### config.mk
export PLATFORM = sky130hd
export DESIGN_NAME = dvsd_param_updown_counter
export DESIGN_NICKNAME = d
export VERILOG_FILES = /design/src/rtl/dvsd_param_updown_counter.sv
export SDC_FILE = /design/constraint.sdc
export NUM_CORES = 1
export LEC_CHECK = 0
export ABC_CLOCK_PERIOD_IN_PS = 6000
export BUFFER_PORTS_ARGS = -buffer_cell sky130_fd_sc_hd__buf_2
export CORE_MARGIN = 4
export CORE_UTILIZATION = 45
export DETAILED_ROUTE_END_ITERATION = 7
export GPL_ROUTABILITY_DRIVEN = 0
export GPL_TIMING_DRIVEN = 0
export PLACE_DENSITY_LB_ADDON = 0.3
export SLEW_MARGIN = 20
export SYNTH_ARGS = -nofsm -noshare
export SYNTH_HDL_FRONTEND = slang
export SYNTH_SLANG_ARGS = --single-unit
### constraint.sdc
create_clock -name clk -period 6 [get_ports clk]
set_input_delay 0.9 -clock clk [delete_from_list [all_inputs] [get_ports clk]]
set_output_delay 0.9 -clock clk [all_outputs]
set_load 0.01 [all_outputs]
### src/rtl/dvsd_param_updown_counter.sv
// dvsd_param_updown_counter: bounded up/down counter with load, wrap/saturate limits,
// a registered terminal-count pulse and a saturating limit-event counter.
module dvsd_param_updown_counter #(
    parameter int WIDTH     = 8,
    parameter int MAX_VAL   = 2**WIDTH - 1,
    parameter int SAT_MODE  = 0,
    parameter int RESET_VAL = 0,
    parameter int EVT_W     = 4
) (
    input  logic             clk,
    input  logic             reset,
    input  logic             en,
    input  logic             updown,
    input  logic             load,
    input  logic [WIDTH-1:0] load_val,
    input  logic             clr_evt,
    output logic [WIDTH-1:0] out,
    output logic             tc,
    output logic [EVT_W-1:0] evt_cnt,
    output logic             ovf_sticky
);
    localparam logic [WIDTH-1:0] MAXV = WIDTH'(MAX_VAL);
    localparam logic [WIDTH-1:0] RSTV = WIDTH'(RESET_VAL);
    localparam bit               SAT  = SAT_MODE != 0;

    logic             at_max, at_min, evt;
    logic [WIDTH-1:0] up_v, dn_v, nxt;

    always_comb begin
        at_max = out == MAXV;
        at_min = out == '0;
        evt    = !load && en && (updown ? at_max : at_min);
        up_v   = at_max ? (SAT ? MAXV : '0) : out + 1'b1;
        dn_v   = at_min ? (SAT ? '0 : MAXV) : out - 1'b1;
        nxt    = load ? (load_val > MAXV ? MAXV : load_val) : !en ? out : updown ? up_v : dn_v;
    end

    // clr_evt wins over a same-cycle event; tc is unaffected by it
    always_ff @(posedge clk or posedge reset) begin
        if (reset) begin
            out        <= RSTV;
            tc         <= 1'b0;
            evt_cnt    <= '0;
            ovf_sticky <= 1'b0;
        end else begin
            out        <= nxt;
            tc         <= evt;
            evt_cnt    <= clr_evt ? '0 : (evt && evt_cnt != '1) ? evt_cnt + 1'b1 : evt_cnt;
            ovf_sticky <= !clr_evt && (ovf_sticky || evt);
        end
    end
endmodule
* Yosys cells after proc, flatten, opt, wreduce, memory -nomap -nowiden
Cells that the tools add are included.
** Storage, ports and cells
- Logic and storage cells :: 29
- Flip-flop bits (word level) :: 14
** Cells by class
- Add/sub/neg operators :: 3
- Reductions and logical operators :: 10
- $lt $le $gt $ge :: 1
- Equal/unequal tests :: 2
- Muxes and demuxes :: 9
** Operators with widths (count)
- 8-bit 2-to-1 mux :: 6
- 8-bit by 1-bit adder with 8-bit output (second input constant) :: 1
- 8-bit == test (second input constant) :: 1
- 8-bit greater-than comparator (second input constant) :: 1
- 8-bit zero test :: 1
- 4-bit 2-to-1 mux :: 2
- 8-bit by 1-bit subtractor with 8-bit output (second input constant) :: 1
- 4-bit by 1-bit adder with 4-bit output (second input constant) :: 1
- 1-bit logical AND :: 4
- 4-bit inequality test (second input constant) :: 1
- 2-bit nonzero test :: 2
- 1-bit zero test :: 2
- 1-bit logical OR :: 1
- 1-bit 2-to-1 mux :: 1

* Longest topological paths before layout
Gate-level depths: netlist of run 1.
- Depth in word-level cells :: 6
- Depth in mapped cells :: 7
- Depth with buffers taken out :: 7

* Least setup slack after synthesis of run 1
OpenSTA, ideal clock, no wires.
- Kind :: input -> register
- From :: input port updown
- To :: register out[7]
- Stages on the path :: 6
- Setup time :: 0.066 ns
- Slack :: 3.928 ns
- Path buffers :: 1
- Arrival :: 2.006 ns
- Data required time :: 5.934 ns
- Path through :: buf_6 inv_1 nand2_1 or4_1 o21ai_0 o31a_1
** Between the ends
- Cells in the longest elaborated chain, start to end :: 3
** Ends and longest elaborated chain
- from (decl) :: line 13 : input logic updown,
- 8-bit 2-to-1 mux (3 in series) :: line 35 : nxt = load ? (load_val > MAXV ? MAXV : load_val) : !en ? out : updown ? up_v : dn_v;
- to (signal assigned) :: line 46 : out <= nxt;
- to (decl) :: line 17 : output logic [WIDTH-1:0] out,
No other way between the ends. The select of a mux whose other input is x is not followed.
A chain may end at the register's enable or synchronous reset.

* Worst setup path in the final report of run 1
- From :: register out[0]
- To :: register out[2]
** Between the ends
- Cells in the longest elaborated chain, start to end :: 5
- Elaborated cells between the ends (all ways) :: 9
** Ends and longest elaborated chain
- 8-bit by 1-bit subtractor with 8-bit output, or another cell as far along :: line 34 : dn_v = at_min ? (SAT ? '0 : MAXV) : out - 1'b1;
- 8-bit 2-to-1 mux (on tied branches) :: line 34, 33
- 8-bit 2-to-1 mux * (3 in series) :: line 35
Mark *: on every way between the ends. The rest lies on a longest branch, timed or not. The select of a mux whose other input is x is not followed.

==> results of run 1 <==
sequential cells by signal (all words and copies together), names as in the netlist:
name,count
evt_cnt,4
ovf_sticky,1
out,8
tc,1
metal layers:
layer,vias up,track usage (%),share of wire [%]
met3,6,3.29,6.3
li1,542,-,-
met1,513,25.4,43
met5,-,0,0
met2,42,32.2,48
met4,0,9.39,2.1
cell type report:
cell class	instances	area (sq um)
Clock buffer	4	36.3
Timing Repair Buffer	25	125
Tap cell	30	37.5
Inverter	7	26.3
Fill cell	236	1100
Multi-Input combinational cell	103	723
Sequential cell	14	350
Buffer	7	53.8
worst max-delay path: stages, from the launching register on:
cell	delay (ns)
dfrtp_1	0.48
inv_1	0.17
ha_1	0.23
nor4b_4	0.36
and3_2	0.28
nor3_1	0.05
a2111oi_0	0.50
a211o_1	0.17
synthesized netlist by cell type (all sizes together), types with 2 or more instances:
cell type	count	share of area (%)
nand4	6	5.9
mux2i	2	1.7
o31ai	3	2.0
nor2	9	2.9
inv	7	2.3
dfrtp	14	30
and3	6	3.7
a31oi	2	1.1
xnor2	3	2.3
buf	4	3.6
clkbuf	3	1.1
a21oi	11	5.1
o31a	2	1.6
nand2b	2	1.1
o21ai	8	3.5
o22ai	2	1.1
ha	4	4.3
or4	2	1.3
nand3	4	1.7
nand2	15	4.9
nor4b	2	2.8
a2111oi	2	3.1
how the worst max path moves through the flow:
stage | from | end | depth (start not counted) | slack [ns]
floorplan | updown | out[7] | 6 | 3.93
global placement | updown | out[3] | 6 | 3.78
detailed placement | updown | out[7] | 6 | 3.72
CTS | out[0] | out[2] | 7 | 3.73
global route | out[0] | out[2] | 7 | 3.56
finish | out[0] | out[2] | 7 | 3.73
power groups by stage:
stage	sequential, uW	clock (uW)	combinational [uW]
global route	113	78.4	93.6
CTS	111	72.4	83.4
global placement	112	0	80.6
floorplan	114	0	56.0
finish	111	71.9	83.6
detailed placement	113	0	82.9
per-stage QoR:
step | setup WS, ns | util, % | std cells | power (uW)
after global placement | 3.78 | 53.6 | 186 | 193
after detailed placement | 3.72 | 53.6 | 186 | 195
final | 3.73 | 55.1 | 190 | 266
after global routing | 3.56 | 55.1 | 190 | 285
after CTS | 3.73 | 55.1 | 190 | 267
after floorplan | 3.93 | - | 131 | 170
cells by family (layout without fill, tap and decap cells):
family	count (synthesis)	count (layout)	share of synthesized area (%)
buffers and inverters	14	43	6.94
and+or+nand+nor	54	54	29.4
DFF	14	14	30.4
adders and majority gates	4	4	4.34
muxes	2	2	1.74
AOI/OAI and AO/OA	39	39	24.2
xor gates and xnor gates	4	4	3.04
==> results.json, run 1 <==
{
  "grt_pass1_vias": 1124,
  "p_switching_uw": 94.2,
  "wl_per_cell_microns": 15.3,
  "placed_area_sq_um": 1320,
  "finalHoldViolCount": 0,
  "r2r_end": "out[2]",
  "grt_overflow": 0,
  "dr.pass1.iters": 4,
  "yosysWarnings": 0,
  "rsz0062_at_grt": "false",
  "coreArea_sq_um": 2450,
  "cts_tree": "built",
  "crit_fanout": 9,
  "ys_seq_elements": 14,
  "dpl.hpwl_microns": 2220,
  "final_area_sq_um": 1350,
  "tns_ns": 0,
  "status": "complete, no violations",
  "start_kind": "register",
  "port_buffers": 25,
  "max_freq_mhz": 440,
  "min_delay_path_depth": 2,
  "ctsHtreeMaxLevel": 1,
  "dieArea_sq_um": 3440,
  "cp.required_ns": 6.24,
  "ir_worst_vdd_uv": 123,
  "path_clk_slew_ns": 0.10,
  "via_count": 1103,
  "grt_usage_pct": 19.8,
  "start_util_pct": 47.0,
  "syn2layout_area_growth_pct": 17.2,
  "slew_viol_final": 0,
  "r2r-start": "out[0]",
  "synth_edf_count": 0,
  "synth_cells": 131,
  "swShare_pct": 35.3,
  "grt_pass1_wl_microns": 5200,
  "combPwrFrac_pct": 31.4,
  "most-common-layout-cells": "buf_2 (25), nand2_1 (15), dfrtp_1 (14), a21oi_1 (10), nor2_1 (9)",
  "path_class": "reg2reg",
  "cts_resized": 0,
  "leakage_uw": 0.000610,
  "ant_nets": 0,
  "ys_seq_area_share_pct": 30.4,
  "syn_area_per_cell_sq_um": 8.81,
  "io_pins": 28,
  "root_buffer": "clkbuf_4",
  "antenna_cells": 0,
  "hold_buffers": 0,
  "layout_commonest_cell": "buf_2",
  "antenna_found_initial": 0,
  "dieHeight_microns": 58.6,
  "syn_nets": 149,
  "sequentialPowerShare_pct": 41.6,
  "relSlewSlack_pct": 52.7,
  "p_clk_share_pct": 27.0,
  "whs_ns": 0.543,
  "final_layout_size_suffix_gt1_share_pct": 30.0,
  "p_per_area_nw_per_um2": 197,
  "clock_latency_ns": 0.29,
  "row_count": 18,
  "synth_area_sq_um": 1150,
  "holdCritStartpoint": "ovf_sticky",
  "period_minus_slack_ns": 2.27,
  "drc": 0,
  "cts_inserted_buffers": 3,
  "synth-main-ff-cell": "dfrtp_1",
  "clock_skew_ns": 0.0131,
  "period_share_pct": 37.9,
  "fin_nets": 179,
  "drt-total-wl_microns": 2900,
  "viasPerCell": 5.81,
  "max_cap_violations": 0,
  "die_w_microns": 58.6,
  "reg2reg_slack_ns": 3.73,
  "post_cts_buffers": 0,
  "cts.sinks": 14,
  "p_int_uw": 172,
  "holdPathEnd": "ovf_sticky",
  "async_flop_share_pct": 100,
  "rr_worst_depth": 7,
  "setup_violations": 0,
  "arrival_ns": 2.51,
  "clock_path_buffers": 2,
  "tightest_slew_ns": 0.703,
  "synth.distinct_cells": 48,
  "first_iter_violations": 30,
  "crit_path_end_kind": "register",
  "min_path_type": "reg2reg",
  "grt_max_degree": 15
}
Note: power is estimated with default switching activity, not from simulation.
==> run 2, diff against run 1 <==
ABC_CLOCK_PERIOD_IN_PS = 2100   (was 6000)
clock period = 2.1 ns   (was 6 ns; I/O delays follow)
==> run 2 against run 1 <==
Maximum frequency rose by 14%. Clock power rose to 2.8 times the previous value. Routed wire length rose by 7.5%. Sequential share of layout area fell by 1.2 points. Worst setup slack got worse by 3.6 ns. Via count rose by 2.6%. Cell count rose by 3.2%. Non-clock buffer count rose by 6. Clock skew fell by 0.0064 ns. Combinational power rose to 3.2 times the previous value. Critical path type unchanged.
==> results.json, run 2 (synthesized netlist as in run 1, its figures left out) <==
{
  "regMostFlops": "out",
  "final_area_sq_um": 1430,
  "start_kind": "register",
  "slowest_stage": "dfrtp_2",
  "layout_commonest_cell": "buf_2",
  "wl_per_cell_microns": 15.9,
  "antenna_found_initial": 0,
  "rsz0062_at_grt": "true",
  "grt_overflow": 0,
  "swShare_pct": 35.2,
  "root_buffer": "clkbuf_4",
  "max_freq_mhz": 503,
  "slew_viol_final": 0,
  "ctsHtreeMaxLevel": 1,
  "antenna_cells": 0,
  "dieArea_sq_um": 3440,
  "period_share_pct": 94.7,
  "largest_reg_flops": 8,
  "cts_inserted_buffers": 3,
  "multi_input_area_sq_um": 751,
  "max_cap_violations": 0,
  "worst_slack_ns": 0.110,
  "syn2layout_area_growth_pct": 23.8,
  "p_clk_share_pct": 25.7,
  "whs_ns": 0.0638,
  "arrival_ns": 2.16,
  "coreArea_sq_um": 2450,
  "pre_cts_slack_ns": -0.141,
  "path_class": "reg2reg",
  "port_buffers": 25,
  "setup_violations": 0,
  "period_minus_slack_ns": 1.99,
  "grt_pass1_wl_microns": 5320,
  "clock_latency_ns": 0.28,
  "dr.pass1.iters": 4,
  "combPwrFrac_pct": 34.2,
  "drt-total-wl_microns": 3120,
  "start_util_pct": 47.0,
  "p_int_uw": 510,
  "finalHoldViolCount": 0,
  "cts.sinks": 14,
  "p_switching_uw": 278,
  "clock_path_buffers": 2,
  "cp_cell_sequence": "inv_4 -> ha_4 -> nor4b_4 -> buf_4 -> nand4_4 -> a211oi_4 -> mux2i_1 -> nor2_1",
  "via_count": 1132,
  "sequentialPowerShare_pct": 40.0,
  "tightest_slew_ns": 0.564,
  "cts_tree": "built",
  "path_clk_slew_ns": 0.10,
  "cp.required_ns": 2.27,
  "grt_max_degree": 15,
  "fillers": 230,
  "die_w_microns": 58.6,
  "row_count": 18,
  "reg_top3": "out x8, evt_cnt x4",
  "final_layout_size_suffix_gt1_share_pct": 36.1,
  "min_path_type": "in2async",
  "ant_nets": 0,
  "p_per_area_nw_per_um2": 552,
  "placed_area_sq_um": 1320,
  "dpl.hpwl_microns": 2220,
  "status": "complete, no violations",
  "viasPerCell": 5.78,
  "leakage_uw": 0.000637,
  "io_pins": 28,
  "seqCellArea_sq_um": 353,
  "grt_usage_pct": 20.3,
  "grt_pass1_vias": 1129,
  "first_iter_violations": 49,
  "drc": 0,
  "relSlewSlack_pct": 62.3,
  "crit_fanout": 6,
  "most-common-layout-cells": "buf_2 (25), nand2_1 (15), dfrtp_1 (12), a21oi_1 (10), nor2_1 (9)",
  "ir_worst_vdd_uv": 370,
  "critical-path-max-stage-delay_ns": 0.48,
  "hold_buffers": 0,
  "clock_skew_ns": 0.00665,
  "reg2reg_slack_ns": 0.11,
  "fin_nets": 185,
  "dieHeight_microns": 58.6,
  "crit_path_end_kind": "register"
}
## run 2: layer usage
layer	GRT usage, %	share of wire (%)	vias to the layer above
li1	-	-	555
met1	26.0	40	527
met2	33.2	50	44
met3	3.51	7.3	6
met4	9.71	2.2	0
met5	0	0	-
## run 2: power groups by stage
stage / Clock, uW / Combinational, uW / Sequential [uW]
2_1_floorplan: 0 / 160 / 326
3_3_place_gp: 0 / 230 / 321
3_5_place_dp: 0 / 237 / 321
4_1_cts: 207 / 241 / 317
5_1_grt: 224 / 299 / 320
6_report: 203 / 270 / 316
## run 2: through the flow
step | std cells | setup TNS [ns] | util [%] | total power [uW]
CTS | 191 | 0 | 55.8 | 765
detailed placement | 186 | -0.181 | 53.6 | 558
global route | 196 | -0.0268 | 58.2 | 843
global placement | 186 | -0.0680 | 53.6 | 551
finish | 196 | 0 | 58.2 | 788
floorplan | 131 | 0 | - | 486
## run 2: final timing paths
kind | startpoint | to | cells past startpoint
setup / recovery | out[0] | evt_cnt[1] | 8
hold / removal | reset | ovf_sticky | 2
setup reg to reg | out[0] | evt_cnt[1] | 8
hold reg to reg | ovf_sticky | ovf_sticky | 2
max in group asynchronous | reset | out[0] | 2
min in group clk | load_val[6] | out[6] | 3
## run 2: cell type report
class                   count  area share [%]
multi-input cells         103            52.6
flip-flops and latches     14            24.7
repair buffers             31            11.7
plain buffers               7            3.77
well taps                  30            2.63
clock buffers               4            2.54
inverters                   7            2.02
## run 2: what timing repair did
action                     4_1_cts  5_1_grt
pin swaps                        0        3
setup endpoints to repair        3        9
setup buffers                    1        5
gates resized for setup          3        7
## run 2: worst max-delay path: cells and delay by family (launching register included)
| kind | cells | cell delay (ns) |
|---|---|---|
| compound gates | 1 | 0.35 |
| fa+ha+maj | 1 | 0.15 |
| buf+inv | 2 | 0.28 |
| flops | 1 | 0.48 |
| mux | 1 | 0.22 |
| simple gates | 3 | 0.41 |
==> run 3, diff against run 2 <==
BUFFER_PORTS_ARGS = -buffer_cell sky130_fd_sc_hd__buf_4   (was -buffer_cell sky130_fd_sc_hd__buf_2)
CORE_MARGIN = unset   (was 4)
==> run 3 against run 2 <==
Die area decreased by 19%. Power rose by 2.4%. Critical path depth did not move. Largest power group unchanged.
==> results.json, run 3 (synthesized netlist as in run 1, its figures left out) <==
{
  "status": "complete, no violations",
  "max_cap_violations": 0,
  "clock_skew_ns": 0.00413,
  "rr_worst_depth": 8,
  "grt_pass1_wl_microns": 4910,
  "power_uw": 807,
  "path_clk_slew_ns": 0.09,
  "cp.required_ns": 2.29,
  "ctsHtreeMaxLevel": 1,
  "fillers": 207,
  "crit_path_end_kind": "register",
  "endpoint": "evt_cnt[3]",
  "drt-total-wl_microns": 3200,
  "whs_ns": 0.0586,
  "grt_pass1_vias": 1147,
  "min_path_type": "in2async",
  "slew_viol_final": 0,
  "grt_usage_pct": 24.1,
  "tns_ns": 0,
  "cp_cell_sequence": "inv_2 -> ha_2 -> nor4b_4 -> buf_4 -> nand4_4 -> a2111oi_4 -> xnor2_1 -> nor2_1",
  "reg_top3": "out x8, evt_cnt x4",
  "grt_overflow": 0,
  "regMostFlops": "out",
  "antenna_found_initial": 0,
  "startpoint": "out[1]",
  "seqCellArea_sq_um": 353,
  "period_minus_slack_ns": 1.98,
  "root_buffer": "clkbuf_4",
  "max_freq_mhz": 505,
  "ir_worst_vdd_uv": 496,
  "relSlewSlack_pct": 54.0,
  "io_pins": 28,
  "port_buffers": 25,
  "cts_tree": "built",
  "reg2reg_slack_ns": 0.12,
  "clock_path_buffers": 2,
  "fin_nets": 187,
  "drc": 0,
  "cts_inserted_buffers": 3,
  "start_util_pct": 49.8,
  "most-common-layout-cells": "buf_4 (34), nand2_1 (15), dfrtp_1 (12), a21oi_1 (10), nor2_1 (9)",
  "r2r-start": "out[1]",
  "period_share_pct": 94.3,
  "first_iter_violations": 40,
  "multi_input_area_sq_um": 734,
  "cts.sinks": 14,
  "start_kind": "register",
  "syn2layout_area_growth_pct": 28.9,
  "die_w_microns": 52.6,
  "slowest_stage": "dfrtp_2",
  "arrival_ns": 2.17,
  "grt_max_degree": 15,
  "critical-path-max-stage-delay_ns": 0.45,
  "coreArea_sq_um": 2320,
  "row_count": 17,
  "wl_per_cell_microns": 16.3,
  "dr.pass1.iters": 4,
  "postLayoutCoreUtil_pct": 64.1,
  "clock_latency_ns": 0.29,
  "largest_reg_flops": 8,
  "crit_fanout": 4,
  "final_layout_size_suffix_gt1_share_pct": 36.3,
  "antenna_cells": 0,
  "hold_buffers": 0,
  "finalHoldViolCount": 0,
  "leakage_uw": 0.000659,
  "p_per_area_nw_per_um2": 543,
  "path_class": "reg2reg",
  "dieHeight_microns": 52.6,
  "layout_commonest_cell": "buf_4",
  "r2r_end": "evt_cnt[3]",
  "dpl.hpwl_microns": 2160,
  "dieArea_sq_um": 2770,
  "setup_violations": 0,
  "tightest_slew_ns": 0.683,
  "via_count": 1187,
  "rsz0062_at_grt": "false",
  "viasPerCell": 6.06,
  "ant_nets": 0
}
-- run 3: per-stage QoR --
step / setup WS, ns / cells / cell area, sq um
global route: 0.00630 / 196 / 1490
global placement: 0.0285 / 184 / 1380
detailed placement: -0.0240 / 184 / 1380
floorplan: 0.119 / 131 / 1150
finish: 0.120 / 196 / 1490
CTS: 0.0374 / 189 / 1420
-- run 3: worst min path at each step --
| stage | startpoint | to | cells after the start |
|---|---|---|---|
| after global routing | reset | out[3] | 2 |
| after detailed placement | reset | evt_cnt[0] | 2 |
| final | reset | out[2] | 2 |
| after CTS | reset | out[2] | 2 |
| after floorplan | reset | evt_cnt[0] | 1 |
| after global placement | reset | out[4] | 2 |
-- run 3: report_power, final --
group          total (uW)  switching [uW]  internal (uW)  leakage (uW)
clock network         207             101            106     0.0000210
registers             317            29.1            288      0.000177
logic                 284             153            131      0.000461
total                 807             283            525      0.000659
-- run 3: per-layer routing --
layer / up-vias / wire length (microns) / track usage (%)
met1: 560 / 1310 / 29.1
met3: 8 / 215 / 3.77
li1: 557 / - / -
met4: 0 / 49 / 11.0
met5: - / 0 / 0
met2: 62 / 1620 / 41.6
-- run 3: layout make-up --
cell class	count	area share, %
plain buffers	7	3.62
well taps	28	2.36
clock buffers	4	2.44
repair buffers	33	16.7
multi-input cells	103	49.4
flip-flops and latches	14	23.7
inverters	7	1.77
-- run 3: timing repair --
item | in CTS | in global routing
setup endpoints to repair | 3 | 5
pin swaps | 0 | 3
buffers inserted | 1 | 7
resized for setup | 2 | 5
gates cloned | 0 | 0
-- run 3: critical path, delay by kind of cell, from the launching register on --
kind                       cells  cell delay, ns
adders and majority gates      1            0.19
buffers and inverters          2            0.27
DFF                            1            0.45
xor gates and xnor gates       1            0.16
AOI/OAI and AO/OA              1            0.39
and+or+nand+nor                3            0.44
